**config.mk**
```make
export PLATFORM = sky130hd
export DESIGN_NAME = rv32i_single_cycle_core
export DESIGN_NICKNAME = d
export VERILOG_FILES = /design/src/rtl/rv32i_single_cycle_core.sv
export SDC_FILE = /design/constraint.sdc
export NUM_CORES = 2
export LEC_CHECK = 0
export ABC_CLOCK_PERIOD_IN_PS = 6410
export BUFFER_PORTS_ARGS = -buffer_cell sky130_fd_sc_hd__buf_4
export CORE_MARGIN = 2
export CORE_UTILIZATION = 35
export CTS_BUF_LIST = sky130_fd_sc_hd__clkbuf_16
export CTS_CLUSTER_SIZE = 10
export DETAILED_ROUTE_END_ITERATION = 10
export SLEW_MARGIN = 15
export SYNTH_ARGS = -nofsm -noshare
export SYNTH_HDL_FRONTEND = slang
export SYNTH_SLANG_ARGS = --single-unit
```
**constraint.sdc**
```tcl
create_clock -name clk -period 6.41 [get_ports clk]
set_clock_uncertainty 0.15 [all_clocks]
set_input_delay 0.9615 -clock clk [delete_from_list [all_inputs] [get_ports clk]]
set_output_delay 0.9615 -clock clk [all_outputs]
set_load 0.01 [all_outputs]
```
**src/rtl/rv32i_single_cycle_core.sv**
```systemverilog
// ---------------------------------------------------------------------------
// rv32i_single_cycle_core
//
// Single-cycle RV32I integer core. Every rising edge of clk retires one
// instruction. The instruction ROM and data RAM sit outside the core.
// Both are read combinationally. The RAM writes on the rising edge while
// memory_we is high.
//
// Ports:
//   clk            system clock; all state changes on the rising edge
//   rst_n          asynchronous active-low reset
//   instruction    instruction word at address pc (combinational ROM data)
//   pc             current program counter (byte address)
//   memory_address rs1 + immediate (I-type for loads/JALR, S-type for stores)
//   memory_out     RAM read data (combinational)
//   memory_write   store data (rs2 value)
//   memory_we      high only while a SW executes; never high in reset
//
// Build option:
//   CPU_REGFILE_RESET_EN  when defined, reset also clears x1..x31.
//                         Otherwise only pc is reset.
// ---------------------------------------------------------------------------
module rv32i_single_cycle_core #(
  parameter int                 XLEN     = 32,
  parameter logic [XLEN-1:0]    RESET_PC = 32'h0000_0000
) (
  input  logic            clk,
  input  logic            rst_n,
  input  logic [XLEN-1:0] instruction,
  output logic [XLEN-1:0] pc,
  output logic [XLEN-1:0] memory_address,
  input  logic [XLEN-1:0] memory_out,
  output logic [XLEN-1:0] memory_write,
  output logic            memory_we
);

  localparam logic [6:0] OP_REG    = 7'b0110011;
  localparam logic [6:0] OP_IMM    = 7'b0010011;
  localparam logic [6:0] OP_LOAD   = 7'b0000011;
  localparam logic [6:0] OP_STORE  = 7'b0100011;
  localparam logic [6:0] OP_BRANCH = 7'b1100011;
  localparam logic [6:0] OP_JAL    = 7'b1101111;
  localparam logic [6:0] OP_JALR   = 7'b1100111;
  localparam logic [6:0] OP_LUI    = 7'b0110111;
  localparam logic [6:0] OP_AUIPC  = 7'b0010111;

  // Instruction fields and immediates
  logic [6:0] opcode;
  logic [2:0] funct3;
  logic [4:0] rd, rs1, rs2;
  logic [XLEN-1:0] imm_i, imm_s, imm_b, imm_u, imm_j;

  assign opcode = instruction[6:0];
  assign rd     = instruction[11:7];
  assign funct3 = instruction[14:12];
  assign rs1    = instruction[19:15];
  assign rs2    = instruction[24:20];

  assign imm_i = {{20{instruction[31]}}, instruction[31:20]};
  assign imm_s = {{20{instruction[31]}}, instruction[31:25], instruction[11:7]};
  assign imm_b = {{19{instruction[31]}}, instruction[31], instruction[7],
                  instruction[30:25], instruction[11:8], 1'b0};
  assign imm_u = {instruction[31:12], 12'b0};
  assign imm_j = {{11{instruction[31]}}, instruction[31], instruction[19:12],
                  instruction[20], instruction[30:21], 1'b0};

  // Register file. Entry 0 is never written; reads of x0 are forced to zero.
  logic [XLEN-1:0] regs [0:31];
  logic [XLEN-1:0] rs1_val, rs2_val;
  logic            rd_wen;
  logic [XLEN-1:0] rd_data;

  assign rs1_val = (rs1 == 5'd0) ? '0 : regs[rs1];
  assign rs2_val = (rs2 == 5'd0) ? '0 : regs[rs2];

`ifdef CPU_REGFILE_RESET_EN
  always_ff @(posedge clk or negedge rst_n) begin
    if (!rst_n) begin
      for (int i = 0; i < 32; i++) regs[i] <= '0;
    end else if (rd_wen && rd != 5'd0) begin
      regs[rd] <= rd_data;
    end
  end
`else
  // No reset on the array. rst_n still blocks writes while reset is held.
  always_ff @(posedge clk) begin
    if (rst_n && rd_wen && rd != 5'd0) regs[rd] <= rd_data;
  end
`endif

  // ALU: shared by OP and OP-IMM. funct7[5] (instruction[30]) selects SUB only
  // for register ADD. It selects SRA/SRAI for both shift-right forms.
  logic [XLEN-1:0] alu_b, alu_y, sra_y;
  logic [4:0]      shamt;
  logic            alu_alt;

  assign alu_b   = (opcode == OP_REG) ? rs2_val : imm_i;
  assign shamt   = alu_b[4:0];
  assign alu_alt = instruction[30] &
                   (((opcode == OP_REG) && (funct3 == 3'b000)) || (funct3 == 3'b101));
  assign sra_y   = $signed(rs1_val) >>> shamt;

  always_comb begin
    case (funct3)
      3'b000:  alu_y = alu_alt ? (rs1_val - alu_b) : (rs1_val + alu_b);
      3'b001:  alu_y = rs1_val << shamt;
      3'b010:  alu_y = {31'b0, $signed(rs1_val) < $signed(alu_b)};
      3'b011:  alu_y = {31'b0, rs1_val < alu_b};
      3'b100:  alu_y = rs1_val ^ alu_b;
      3'b101:  alu_y = alu_alt ? sra_y : (rs1_val >> shamt);
      3'b110:  alu_y = rs1_val | alu_b;
      default: alu_y = rs1_val & alu_b;
    endcase
  end

  // Branch condition
  logic take;
  always_comb begin
    case (funct3)
      3'b000:  take = (rs1_val == rs2_val);
      3'b001:  take = (rs1_val != rs2_val);
      3'b100:  take = ($signed(rs1_val) <  $signed(rs2_val));
      3'b101:  take = ($signed(rs1_val) >= $signed(rs2_val));
      3'b110:  take = (rs1_val <  rs2_val);
      3'b111:  take = (rs1_val >= rs2_val);
      default: take = 1'b0;
    endcase
  end

  // One adder computes the load/store address. JALR reuses it: the I-imm
  // is selected for every opcode except STORE.
  assign memory_address = rs1_val + ((opcode == OP_STORE) ? imm_s : imm_i);
  assign memory_write   = rs2_val;

  logic [XLEN-1:0] pc_plus4, next_pc;
  logic            store_en;
  assign pc_plus4 = pc + 32'd4;

  always_comb begin
    next_pc  = pc_plus4;
    rd_wen   = 1'b0;
    rd_data  = alu_y;
    store_en = 1'b0;
    case (opcode)
      OP_REG, OP_IMM: rd_wen = 1'b1;
      OP_LOAD: begin
        if (funct3 == 3'b010) begin
          rd_wen  = 1'b1;
          rd_data = memory_out;
        end
      end
      OP_STORE:  store_en = (funct3 == 3'b010);
      OP_BRANCH: if (take) next_pc = pc + imm_b;
      OP_JAL: begin
        rd_wen  = 1'b1;
        rd_data = pc_plus4;
        next_pc = pc + imm_j;
      end
      OP_JALR: begin
        rd_wen  = 1'b1;
        rd_data = pc_plus4;
        next_pc = {memory_address[XLEN-1:1], 1'b0};
      end
      OP_LUI: begin
        rd_wen  = 1'b1;
        rd_data = imm_u;
      end
      OP_AUIPC: begin
        rd_wen  = 1'b1;
        rd_data = pc + imm_u;
      end
      default: ;
    endcase
  end

  // Gated by rst_n so the RAM can never be written while reset is held
  assign memory_we = store_en & rst_n;

  always_ff @(posedge clk or negedge rst_n) begin
    if (!rst_n) pc <= RESET_PC;
    else        pc <= next_pc;
  end

endmodule

```
==> reports/metrics.yaml <==
synth:
  async_reset_ff_share_pct: 2.94
  synth-edff-count: 1024
  yosysWarnings: 0
  ys.flop_type: "edfxtp_1"
  syn_inst: 5274
  syn_avg_cell_area_um2: 12.6
  synth_area_mm2: 0.0665
  yosys.cell_types.count: 99
  synth_top_area_share_pct: 46.2
  yosys.area.top_type: "edfxtp_1"
  ys_top_cells_by_area: "edfxtp_1, mux4_2, mux2i_1"
  yosysSeqAreaShare_pct: 47.4
  synth-seq-cells: 1055
final_layout:
  fin_area_mm2: 0.0838
  multi_input_area_mm2: 0.0342
  fin_nets: 6529
  drive_gt1_share_pct: 34.0
  fillerInstances: 17200
  final_common_cell: "edfxtp_1"
  fin_cells: 8771
  syn_to_final_growth_pct: 26.1
  seq_area_mm2: 0.0315
  most-common-layout-cells: "edfxtp_1, buf_4, mux4_2"
clock_tree:
  htree_levels: 3
  root_buffer: "clkbuf_16"
  cts_tree: "done"
  cts_max_path_buffers: 3
  clk-insertion-delay-late_ns: 0.78
  clk_pin_slew_ns: 0.06
  cts_made_buffers: 120
  numClockSinks: 1055
  holdBufCountCts: 0
floorplan:
  die_area_mm2: 0.193
  start_util_pct: 35.3
  die_h_um: 440
  rows: 159
  die_w_um: 440
  ioPinCount: 163
  core_area_mm2: 0.188
place:
  place_hpwl_mm: 206
  place_congestion: 1.07
  place_inst: 8542
  port_buffers: 161
  placed_cell_area_mm2: 0.0784
status:
  violations: "setup timing"
  status: "finished with violations"
sta:
  worst_pin_slew_ns: 1.17
  fmax_ghz: 0.151
  finalCriticalPeriod_ns: 6.63
  slew_headroom_pct: 21.3
  fin_ws_ns: -0.218
  finalCritPeriodShare_pct: 103
  rsz0062_at_grt: "yes"
  hold_violations: 0
  setup_viol: 6
  slew_violations: 0
critical_path:
  crit-reg2reg-capture: "regs[30][28]"
  cp.arrival_ns: 5.52
  reg2reg_depth: 25
  rrSetupSlack_ns: 0.39
  cp-end-kind: "output pin"
  worst_ep_required_time_ns: 5.30
  cp_max_fo: 7
  r2r_start: "regs[7][0]"
  worstSetupStartpointType: "primary input"
  worstSetupPathType: "primary input to output pin"
global_route:
  grt_pass1_wl_mm: 408
  antenna_found_initial: 10
  grt_pass1_vias: 53900
  gr-total-overflow: 0
  grt_max_degree: 64
  grt_usage_pct: 29.5
drt:
  wl_per_cell_um: 33.5
  routed_via_density: 6.33
  first_pass_iters: 7
  drc_errors: 0
  vias: 55500
  drt_iter0_drc: 7235
  wirelength_mm: 293
  drt.antenna.violating_nets: 0
power:
  p_leak_nw: 31.2
  cellPowerDensity_mw_per_mm2: 261
  ir_worst_vdd_v: 0.000232
flow_run:
  max_cap_violations: 0
min_path:
  hold_path_class: "primary input to async pin"
==> per-layer routing <==
metal | global-route usage (%) | share of wire (%) | vias to the layer above
met3 | 5.19 | 9.5 | 846
met4 | 18.7 | 7.6 | 10
met1 | 37.3 | 37 | 28100
met5 | 0 | 0.019 | -
li1 | - | - | 22900
met2 | 46.9 | 46 | 3652
==> state kept, by name, summed over array words and instances, names as in the netlist <==
signal,count
pc,31
regs,1024
==> cells in the mapped netlist (14+ instances only) <==
cell type	number
a2111oi_0	14
a211o_1	17
a211oi_1	72
a21boi_0	22
a21o_1	69
a21oi_1	294
a221o_1	19
a221oi_1	54
a22o_1	14
a22oi_1	53
a31oi_1	29
and2_1	26
and3_1	25
buf_1	27
buf_2	74
buf_4	33
buf_6	25
clkbuf_1	213
dfrtp_1	31
edfxtp_1	1024
ha_1	214
inv_1	175
mux2_2	73
mux2i_1	302
mux4_2	462
nand2_1	367
nand2b_1	65
nand3_1	145
nand4_1	36
nor2_1	308
nor2b_1	29
nor3_1	69
nor4_1	33
o211ai_1	49
o21a_1	25
o21ai_0	264
o21bai_1	24
o221ai_1	34
o22ai_1	70
o31ai_1	27
or3_1	19
xnor2_1	92
xor2_1	49
==> worst max-delay path: stages <==
cell and delay, ns:
buf_16 0.14, buf_16 0.16, buf_12 0.14, mux4_2 0.36, nor2_1 0.06, mux4_2 0.48
a2111oi_4 0.26, buf_6 0.21, ha_4 0.21, a21o_1 0.20, a21o_1 0.18, a21o_1 0.22
a211oi_4 0.22, a211oi_2 0.10, buf_4 0.18, o31ai_4 0.31, a21oi_2 0.10, o41a_1 0.49
buf_4 0.18, xor2_4 0.15, buf_4 0.15
==> cell families (layout without fill, tap and decap cells) <==
family,Yosys count,after routing,synth area share [%]
compound gates,1277,1277,12.9
other cells,1,37,0.00564
fa+ha+maj,220,220,4.21
flops,1055,1055,47.4
mux,839,839,21.5
buf+inv,556,1522,3.79
xor+xnor,141,141,1.86
simple gates,1185,1185,8.36
==> layout make-up <==
cell class              count  area share (%)
multi-input cells        3695            40.8
flip-flops and latches   1055            37.6
repair buffers           1189            13.1
well taps                2495            3.72
clock buffers             120            3.58
inverters                 182           0.833
clock inverters            31           0.386
diodes                      4          0.0119
==> timing repair <==
item,4_1_cts,5_1_grt
endpoints found under the setup margin,146,269
gates cloned,5,4
resized for setup,146,123
buffers inserted,46,20
pin swaps,32,49
endpoints found under the hold margin,0,0
==> per-stage QoR <==
stage | total power [mW] | setup TNS, ns | worst slack [ns] | hold slack, ns | util (%)
2_1_floorplan | 12.2 | 0 | 0.00213 | 0.474 | -
3_3_place_gp | 15.4 | -321.70 | -1.18 | 0.595 | 41.7
3_5_place_dp | 15.4 | -352.81 | -1.25 | 0.584 | 41.7
4_1_cts | 21.7 | -0.182 | -0.148 | 0.00499 | 44.1
5_1_grt | 22.6 | -1.51 | -0.387 | 0.0505 | 44.6
6_report | 21.9 | -0.683 | -0.218 | 0.0291 | 44.6
==> report_power, final <==
| part | internal [mW] | switching [mW] |
|---|---|---|
| Sequential | 7.94 | 0.253 |
| Clock | 3.40 | 2.74 |
| Combinational | 3.19 | 4.35 |
| Total | 14.5 | 7.35 |
==> worst max path at each step <==
stage                    start                 end  cells after the start
2_1_floorplan  instruction[20]         regs[0][27]                     26
3_3_place_gp   instruction[20]         regs[26][0]                     27
3_5_place_dp   instruction[20]          regs[9][0]                     27
4_1_cts        instruction[15]  memory_address[31]                     21
5_1_grt        instruction[16]  memory_address[31]                     21
6_report       instruction[15]  memory_address[27]                     21
No activity file was read; power rests on OpenSTA's default activity.
